### src/rtl/gpio_pkg.sv
// Package for the GPIO port control bank.
// Holds the register address map, the default bank width and the
// arm-counter length used to suppress edges while the synchronizer fills.
package gpio_pkg;

  localparam int unsigned DEF_WIDTH = 8;

  localparam int unsigned ADDR_OUT      = 0;
  localparam int unsigned ADDR_DIR      = 1;
  localparam int unsigned ADDR_PU       = 2;
  localparam int unsigned ADDR_PD       = 3;
  localparam int unsigned ADDR_IN       = 4;
  localparam int unsigned ADDR_RISE_EN  = 5;
  localparam int unsigned ADDR_FALL_EN  = 6;
  localparam int unsigned ADDR_IRQ_STAT = 7;

  // Cycles after reset before edges are allowed through.
  localparam int unsigned ARM_CYCLES = 3;
  localparam int unsigned ARM_W      = $clog2(ARM_CYCLES + 1);

endpackage

### src/rtl/gpio_sync_edge.sv
// Per-bank input synchronizer and edge detector.
// Ports:
//   clk, rst    : system clock, synchronous active-high reset
//   i_pad_y     : raw pad receiver outputs (asynchronous to clk)
//   o_in_sync   : pad levels after the 2-flop synchronizer
//   o_rise      : per-pin rising edge, one cycle wide, masked until armed
//   o_fall      : per-pin falling edge, one cycle wide, masked until armed
module gpio_sync_edge
  import gpio_pkg::*;
#(
  parameter int WIDTH = DEF_WIDTH
) (
  input  logic             clk,
  input  logic             rst,
  input  logic [WIDTH-1:0] i_pad_y,
  output logic [WIDTH-1:0] o_in_sync,
  output logic [WIDTH-1:0] o_rise,
  output logic [WIDTH-1:0] o_fall
);

  logic [WIDTH-1:0] r_sync1;
  logic [WIDTH-1:0] r_sync2;
  logic [WIDTH-1:0] r_prev;
  logic [ARM_W-1:0] r_arm_cnt;
  logic             w_armed;

  assign w_armed = (r_arm_cnt == ARM_W'(ARM_CYCLES));

  always_ff @(posedge clk) begin
    if (rst) begin
      r_sync1   <= '0;
      r_sync2   <= '0;
      r_prev    <= '0;
      r_arm_cnt <= '0;
    end else begin
      r_sync1 <= i_pad_y;
      r_sync2 <= r_sync1;
      r_prev  <= r_sync2;
      if (!w_armed) begin
        r_arm_cnt <= r_arm_cnt + ARM_W'(1);
      end
    end
  end

  assign o_in_sync = r_sync2;
  // A pin high through reset looks like a rise while the chain fills;
  // the arm counter hides that transient.
  assign o_rise    = w_armed ? (r_sync2 & ~r_prev) : '0;
  assign o_fall    = w_armed ? (~r_sync2 & r_prev) : '0;

endmodule

### src/rtl/gpio_port_ctrl.sv
// Register-mapped GPIO control bank for WIDTH pads.
// Ports:
//   clk, rst        : system clock, synchronous active-high reset
//   wr_en, rd_en    : one-cycle register write / read strobes
//   addr, wdata     : register address and write data
//   rdata, rd_valid : registered read data and its one-cycle valid pulse
//   pad_a/oe/pu/pd  : pad drive data, output enable, pull-up, pull-down
//   pad_y           : pad receiver outputs (asynchronous)
//   irq             : registered OR of the interrupt status bits
module gpio_port_ctrl
  import gpio_pkg::*;
#(
  parameter int WIDTH = DEF_WIDTH,
  parameter int AW    = 3
) (
  input  logic             clk,
  input  logic             rst,
  input  logic             wr_en,
  input  logic             rd_en,
  input  logic [AW-1:0]    addr,
  input  logic [WIDTH-1:0] wdata,
  output logic [WIDTH-1:0] rdata,
  output logic             rd_valid,
  output logic [WIDTH-1:0] pad_a,
  output logic [WIDTH-1:0] pad_oe,
  output logic [WIDTH-1:0] pad_pu,
  output logic [WIDTH-1:0] pad_pd,
  input  logic [WIDTH-1:0] pad_y,
  output logic             irq
);

  localparam logic [AW-1:0] A_OUT      = AW'(ADDR_OUT);
  localparam logic [AW-1:0] A_DIR      = AW'(ADDR_DIR);
  localparam logic [AW-1:0] A_PU       = AW'(ADDR_PU);
  localparam logic [AW-1:0] A_PD       = AW'(ADDR_PD);
  localparam logic [AW-1:0] A_IN       = AW'(ADDR_IN);
  localparam logic [AW-1:0] A_RISE_EN  = AW'(ADDR_RISE_EN);
  localparam logic [AW-1:0] A_FALL_EN  = AW'(ADDR_FALL_EN);
  localparam logic [AW-1:0] A_IRQ_STAT = AW'(ADDR_IRQ_STAT);

  logic [WIDTH-1:0] r_out;
  logic [WIDTH-1:0] r_dir;
  logic [WIDTH-1:0] r_pu;
  logic [WIDTH-1:0] r_pd;
  logic [WIDTH-1:0] r_rise_en;
  logic [WIDTH-1:0] r_fall_en;
  logic [WIDTH-1:0] r_irq_stat;
  logic [WIDTH-1:0] r_rdata;
  logic             r_rd_valid;
  logic             r_irq;

  logic [WIDTH-1:0] w_in;
  logic [WIDTH-1:0] w_rise;
  logic [WIDTH-1:0] w_fall;
  logic [WIDTH-1:0] w_rd_mux;
  logic [WIDTH-1:0] w_w1c_mask;
  logic [WIDTH-1:0] w_irq_stat_next;

  gpio_sync_edge #(
    .WIDTH (WIDTH)
  ) u_sync_edge (
    .clk       (clk),
    .rst       (rst),
    .i_pad_y   (pad_y),
    .o_in_sync (w_in),
    .o_rise    (w_rise),
    .o_fall    (w_fall)
  );

  // Register write path; IN is read-only and IRQ_STAT is handled below.
  always_ff @(posedge clk) begin
    if (rst) begin
      r_out     <= '0;
      r_dir     <= '0;
      r_pu      <= '0;
      r_pd      <= '0;
      r_rise_en <= '0;
      r_fall_en <= '0;
    end else if (wr_en) begin
      case (addr)
        A_OUT:     r_out     <= wdata;
        A_DIR:     r_dir     <= wdata;
        A_PU:      r_pu      <= wdata;
        A_PD:      r_pd      <= wdata;
        A_RISE_EN: r_rise_en <= wdata;
        A_FALL_EN: r_fall_en <= wdata;
        default:   ;
      endcase
    end
  end

  // Write-one-to-clear, with a fresh edge taking precedence over the clear.
  assign w_w1c_mask      = (wr_en && (addr == A_IRQ_STAT)) ? wdata : '0;
  assign w_irq_stat_next = (r_irq_stat & ~w_w1c_mask)
                         | (w_rise & r_rise_en)
                         | (w_fall & r_fall_en);

  always_ff @(posedge clk) begin
    if (rst) begin
      r_irq_stat <= '0;
      r_irq      <= 1'b0;
    end else begin
      r_irq_stat <= w_irq_stat_next;
      r_irq      <= |r_irq_stat;
    end
  end

  always_comb begin
    w_rd_mux = '0;
    case (addr)
      A_OUT:      w_rd_mux = r_out;
      A_DIR:      w_rd_mux = r_dir;
      A_PU:       w_rd_mux = r_pu;
      A_PD:       w_rd_mux = r_pd;
      A_IN:       w_rd_mux = w_in;
      A_RISE_EN:  w_rd_mux = r_rise_en;
      A_FALL_EN:  w_rd_mux = r_fall_en;
      A_IRQ_STAT: w_rd_mux = r_irq_stat;
      default:    w_rd_mux = '0;
    endcase
  end

  // Read data samples pre-write register values, so a same-address
  // write in the same cycle is not visible until the next read.
  always_ff @(posedge clk) begin
    if (rst) begin
      r_rdata    <= '0;
      r_rd_valid <= 1'b0;
    end else begin
      r_rd_valid <= rd_en;
      if (rd_en) begin
        r_rdata <= w_rd_mux;
      end
    end
  end

  assign rdata    = r_rdata;
  assign rd_valid = r_rd_valid;
  assign irq      = r_irq;

  assign pad_a  = r_out;
  assign pad_oe = r_dir;
  assign pad_pu = r_pu;
  // Pull-up wins when both pulls are requested.
  assign pad_pd = r_pd & ~r_pu;

endmodule

### config.mk
export PLATFORM = sky130hd
export DESIGN_NAME = gpio_port_ctrl
export DESIGN_NICKNAME = d
export VERILOG_FILES = /design/src/rtl/gpio_pkg.sv /design/src/rtl/gpio_sync_edge.sv /design/src/rtl/gpio_port_ctrl.sv
export SDC_FILE = /design/constraint.sdc
export NUM_CORES = 1
export LEC_CHECK = 0
export CORE_MARGIN = 4
export CORE_UTILIZATION = 55
export DETAILED_ROUTE_END_ITERATION = 16
export DONT_BUFFER_PORTS = 1
export PLACE_DENSITY = 0.7
export SLEW_MARGIN = 5
export SYNTH_ARGS = -nofsm -noshare
export SYNTH_HDL_FRONTEND = slang
export SYNTH_SLANG_ARGS = --single-unit
### constraint.sdc
create_clock -name clk -period 1.3 [get_ports clk]
set_input_delay 0.195 -clock clk [delete_from_list [all_inputs] [get_ports clk]]
set_output_delay 0.195 -clock clk [all_outputs]
set_load 0.005 [all_outputs]
== Yosys cells after proc, flatten, opt, wreduce, memory -nomap -nowiden ==
Index checks and enable logic that the tools add are counted.

* Register bits after elaboration: 92
* Latch bits: 0
* Memory bits (writable): 0
* ROM bits: 0
* Bits of input ports: 23
* Output and inout port bits: 42
* Logic and storage cells: 48
* Memories: 0

* Add/sub/neg operators: 1
* $mul: 0
* Divide/modulo/power cells: 0
* $lt $le $gt $ge: 0
* Equality and inequality tests: 8
* Shifts and indexed selects: 0
* Mux-type cells: 4
* Bitwise gates (word level): 12
* Reduce and logical (&&, ||, !) cells: 9

{| class="wikitable"
|+ Operators by type and width
! kind !! count
|-
| 8-bit one-hot mux with 8 select lines || 1
|-
| 8-bit bitwise AND || 6
|-
| 8-bit NOT || 4
|-
| 8-bit 2-to-1 mux || 3
|-
| 8-bit OR || 2
|-
| 3-bit equality test, second input constant || 4
|-
| 2-bit AND reduction || 6
|-
| 8-bit OR reduction || 1
|-
| 3-bit by 2-bit equality test with 1-bit output, second input constant || 2
|-
| 3-bit by 1-bit equality test with 1-bit output, second input constant || 1
|-
| 3-bit logical NOT || 1
|-
| 2-bit by 1-bit adder with 2-bit output, second input constant || 1
|-
| 2-bit equality test, second input constant || 1
|-
| 1-bit logical AND || 1
|}

== Logic depth before layout (Yosys ltp) ==
* Word-level depth: 7
* Depth in mapped cells: 6
* Mapped depth without buffers: 4

== By module ==
Synthesis repeated with hierarchy kept, for this count alone.

* Cells, all modules: 461
* Area, all modules: 3817.4 um^2

{| class="wikitable"
|+ By module, submodules not included
! module !! times used !! cells each !! area an instance (um^2) !! sequential area each (um^2)
|-
| gpio_port_ctrl || 1 || 378 || 2931.6 || 1321.3
|-
| gpio_sync_edge || 1 || 83 || 885.8 || 520.5
|}

== Worst setup path before layout ==
OpenSTA, ideal clock, no wires.

* Kind: input port to flip-flop
* From: in addr[0]
* To: reg r_rdata[6] (netlist: rdata[6])
* Library setup time: 134 ps
* Arrival time: 1046 ps
* Data required time: 1166 ps
* Setup slack: 120 ps
* Cell stages on the path: 5
* Buffers on the path: 2
* Cells stage by stage: buf_2 -> or3_1 -> buf_2 -> nor3b_1 -> nor4_1

* Longest elaborated chain between the ends: 2
* Elaborated cells between the ends (all ways): 9
* Those cells by class: 7 x eq/ne; 1 x mux; 1 x reduce/logical

{| class="wikitable"
|+ Ends and longest elaborated chain
! element !! line !! source
|-
| start: declaration || gpio_port_ctrl.sv:20 || <nowiki>input logic [AW-1:0] addr,</nowiki>
|-
| 3-bit equality test (tied with other cells) || gpio_port_ctrl.sv:110 || <nowiki>case (addr)</nowiki>
|-
| 8-bit one-hot mux with 8 select lines * || gpio_port_ctrl.sv:110 ||
|-
| end signal: assignment || gpio_port_ctrl.sv:132 || <nowiki>r_rdata <= w_rd_mux;</nowiki>
|-
| end: declaration || gpio_port_ctrl.sv:48 || <nowiki>logic [WIDTH-1:0] r_rdata;</nowiki>
|}

Mark *: on every way between the ends. The rest lies on a longest branch, timed or not.
A chain may end at the register's enable or synchronous reset.

== Worst setup path after layout ==
* From: in addr[1]
* To: reg r_rise_en[5]

* Longest elaborated chain between the ends: 2

{| class="wikitable"
|+ Ends and longest elaborated chain
! element !! line !! source
|-
| 3-bit equality test || gpio_port_ctrl.sv:80 || <nowiki>case (addr)</nowiki>
|-
| 2-bit AND reduction (no source line) || n/a ||
|-
| end signal: assignment || gpio_port_ctrl.sv:85 || <nowiki>A_RISE_EN: r_rise_en <= wdata;</nowiki>
|-
| end: declaration || gpio_port_ctrl.sv:45 || <nowiki>logic [WIDTH-1:0] r_rise_en;</nowiki>
|}

Every way passes these cells.

==> summary.txt <==
Power
  • Worst voltage drop across the vdd grid: between 1 and 1.5 mV
  • PD cells: roughly 1300 nW/um^2
  • Leak pwr: ~1.7 nW
  • Total power draw: 5.74 mW

Global routing
  • Total global routing overflow: 0
  • Largest net degree at the start of global routing: 49
  • First-pass GRT wire length: ~17 mm
  • GRT Util Overall: 0.261
  • Number of global-route vias before repair: around 3300
  • Antenna violations before repair: 0

Route
  • Post-detailed-route via-to-cell ratio: about 6.2
  • Antenna viol nets, final: 0
  • Count of unresolved DRC violations after routing: 0
  • Routed length per placed instance: between 15 and 20 um
  • DR vias: ~3500
  • Total wirelength of the detailed-routed design: 10.8 mm
  • Number of design-rule violations left by the first detailed-router iteration: between 150 and 200
  • Number of detailed-routing iterations run before antenna repair: 5

Synthesis
  • Number of distinct standard cells referenced by the synthesized netlist: 36
  • Synthesized cell area: about 3800 sq um
  • Library cell with the largest summed area after synthesis: sky130_fd_sc_hd__dfxtp_1
  • Synth top area share: 0.487
  • Post-Synthesis Cells: approximately 450
  • Mean Syn Cell Area: approximately 8.5 sq um
  • Synth warnings: 0
  • Top cells by instance count after synthesis: sky130_fd_sc_hd__nand2_1 (128), sky130_fd_sc_hd__dfxtp_1 (92), sky130_fd_sc_hd__a21oi_1 (49)
  • Top post-synthesis cells by area: sky130_fd_sc_hd__dfxtp_1 (49%), sky130_fd_sc_hd__nand2_1 (13%), sky130_fd_sc_hd__a21oi_1 (6.5%)
  • Proportion of synthesized chip area in sequential cells: 0.487
  • Synthesized netlist net count: ~470
  • Number of storage elements in the synthesis netlist: 92
  • Dominant synthesized flop cell: sky130_fd_sc_hd__dfxtp_1
  • Most repeated cell in the gate-level netlist after synthesis: sky130_fd_sc_hd__nand2_1
  • Number of synthesized flops with an enable pin: 0
  • Ys async rst share: 0

Critical path
  • Worst setup SP type: input pin
  • Largest stage delay on the critical path: 560 ps
  • Cells traversed along the worst timing path: and2b_1, and3_2, nand2_1, a21oi_1, dlygate4sd3_1
  • Maximum fanout count along the critical path: 24
  • Data arrival at the endpoint of the critical path: between 1500 and 2000 ps
  • Slowest-stage cell, CP: sky130_fd_sc_hd__dlygate4sd3_1
  • Endpoint kind of the worst setup timing path: register
  • Crit Path Class: in2reg
  • Worst EP required: 1610 ps

Clock network
  • Maximum clock insertion buffer count: 2
  • Clock slew seen by the registers of the worst setup and hold paths: 90 ps
  • Root buf cell: sky130_fd_sc_hd__clkbuf_8
  • Skew-Pair Late Insertion Delay: between 300 and 400 ps
  • TritonCTS sink count: 92
  • Clock tree from TritonCTS: done
  • Post-CTS Setup Bufs: 0
  • H-tree depth: 3
  • CTS buffer count: 9

Floorplan
  • Die Span X: just over 90 um
  • Ports: 65
  • Total Die Area: 8270 sq um
  • Initial core utilization: 0.580
  • Chip height: 91.0 um
  • FP Rows: 29
  • Core ar.: between 6000 and 7000 sq um

Final layout
  • Final net count: around 510
  • Final cell count without fillers: about 570
  • Number of antenna cells inserted: 0
  • Area taken by flip-flops and latches: 1840 sq um
  • Area taken by multi-input logic gates: around 1800 sq um
  • Area growth from synthesis to layout: 19.8%
  • Layout cells sized above 1: 0.0717
  • Filler cell count: around 550

Place
  • HPWL Detailed: 6.79 mm
  • Cell Count Post-Placement: roughly 500
  • Port-buffer cells: 0
  • GP Congestion: approximately 0.94

STA
  • Min Hold Slack: approximately 18 ps
  • Clock Skew: 5.00 ps
  • Worst max-slew margin expressed relative to the limit: 0.534
  • RSZ-0062 raised after global routing: no
  • Crit share post-route: 0.952
  • Final hold viol count: 0
  • Transition time at the pin with the least slew margin: 697 ps
  • Upper clock frequency limit: between 0.8 and 0.9 GHz
  • Number of pins with negative max-slew slack in the final report: 0
  • Fin crit period: between 1000 and 1500 ps
  • Final setup vio count: 0

Worst hold path
  • Min-delay worst type: in2reg

Outcome
  • Result of the run: finished clean

Job
  • Max capacitance violation total: 0
[path summary, 6_finish.rpt]
check,startpoint,endpoint,slack [ps],cells past startpoint
max,addr[1],r_rise_en[5],60,5
min,rd_en,rdata[6],20,2
max reg2reg,r_pd[2],r_pd[2],80,3
min reg2reg,u_sync_edge.r_sync1[7],u_sync_edge.o_in_sync[7],450,1
[state kept, by name, summed over array words and instances, names as in the netlist, 2 cells and up]
name,cells
pad_a,8
u_sync_edge.r_arm_cnt,2
r_rise_en,8
u_sync_edge.r_prev,8
r_irq_stat,8
r_pd,8
pad_pu,8
u_sync_edge.o_in_sync,8
u_sync_edge.r_sync1,8
rdata,8
pad_oe,8
r_fall_en,8
[kinds of logic (layout without fill, tap and decap cells)]
group,count (synthesis),after routing,share of synthesized area
multiplexers,23,23,0.0608
flip-flops,92,92,0.487
buffers and inverters,28,69,0.0403
XOR/XNOR,1,1,0.00231
adder cells (fa/ha/maj),1,1,0.00331
AO/OA/AOI/OAI,90,90,0.141
AND/OR/NAND/NOR,212,212,0.265
[critical path: cells and delay by family]
| kind | cells | cell delay, ps |
|---|---|---|
| compound gates | 1 | 140 |
| buf+inv | 1 | 560 |
| simple gates | 3 | 650 |
[metrics by stage]
step | setup WS (ps) | util | area, sq um | TNS (ps)
4_1_cts | 40.4 | 0.690 | 4510 | 0
3_3_place_gp | 54.3 | 0.577 | 3770 | 0
5_1_grt | 4.65 | 0.694 | 4530 | 0
6_report | 62.8 | 0.694 | 4530 | 0
3_5_place_dp | -18.0 | 0.577 | 3770 | -18.0
2_1_floorplan | 120 | - | 3780 | 0
[per-layer routing]
layer | vias up | part of all wire | GRT usage
li1 | 1596 | - | -
met1 | 1671 | 0.39 | 0.312
met2 | 168 | 0.48 | 0.437
met3 | 47 | 0.084 | 0.0760
met4 | 0 | 0.040 | 0.114
met5 | - | 0 | 0
[what timing repair did]
action,in CTS,in global routing
hold buffers,47,0
hold endpoints to repair,84,0
resized for setup,0,10
endpoints found under the setup margin,0,20
[report_power, final]
| part | total (mW) | switching (mW) | leakage, nW | internal (mW) |
|---|---|---|---|---|
| clock network | 2.38 | 0.987 | 0.130 | 1.39 |
| logic | 0.392 | 0.194 | 0.847 | 0.198 |
| registers | 2.97 | 0.0713 | 0.749 | 2.90 |
[cells in the final DEF, fill, tap and decap left out, types with 7 or more instances in the layout]
cell	count
sky130_fd_sc_hd__a211oi_1	7
sky130_fd_sc_hd__a21oi_1	49
sky130_fd_sc_hd__a22oi_1	8
sky130_fd_sc_hd__clkbuf_8	11
sky130_fd_sc_hd__dfxtp_1	90
sky130_fd_sc_hd__dlygate4sd3_1	46
sky130_fd_sc_hd__mux2i_1	23
sky130_fd_sc_hd__nand2_1	128
sky130_fd_sc_hd__nand3b_1	8
sky130_fd_sc_hd__nor2_1	12
sky130_fd_sc_hd__nor2b_1	34
sky130_fd_sc_hd__nor3b_1	8
sky130_fd_sc_hd__o21ai_0	8
sky130_fd_sc_hd__o221ai_1	8
sky130_fd_sc_hd__o22ai_1	8
[cell type report]
cell class / instances / share of cell area
clock buffer: 11 / 0.0334
clock inverter: 5 / 0.0237
inverter: 2 / 0.00166
multi-input combinational: 327 / 0.401
sequential: 92 / 0.407
tap: 77 / 0.0212
timing repair buffer: 51 / 0.113
Power figures use the tool's default switching activity.
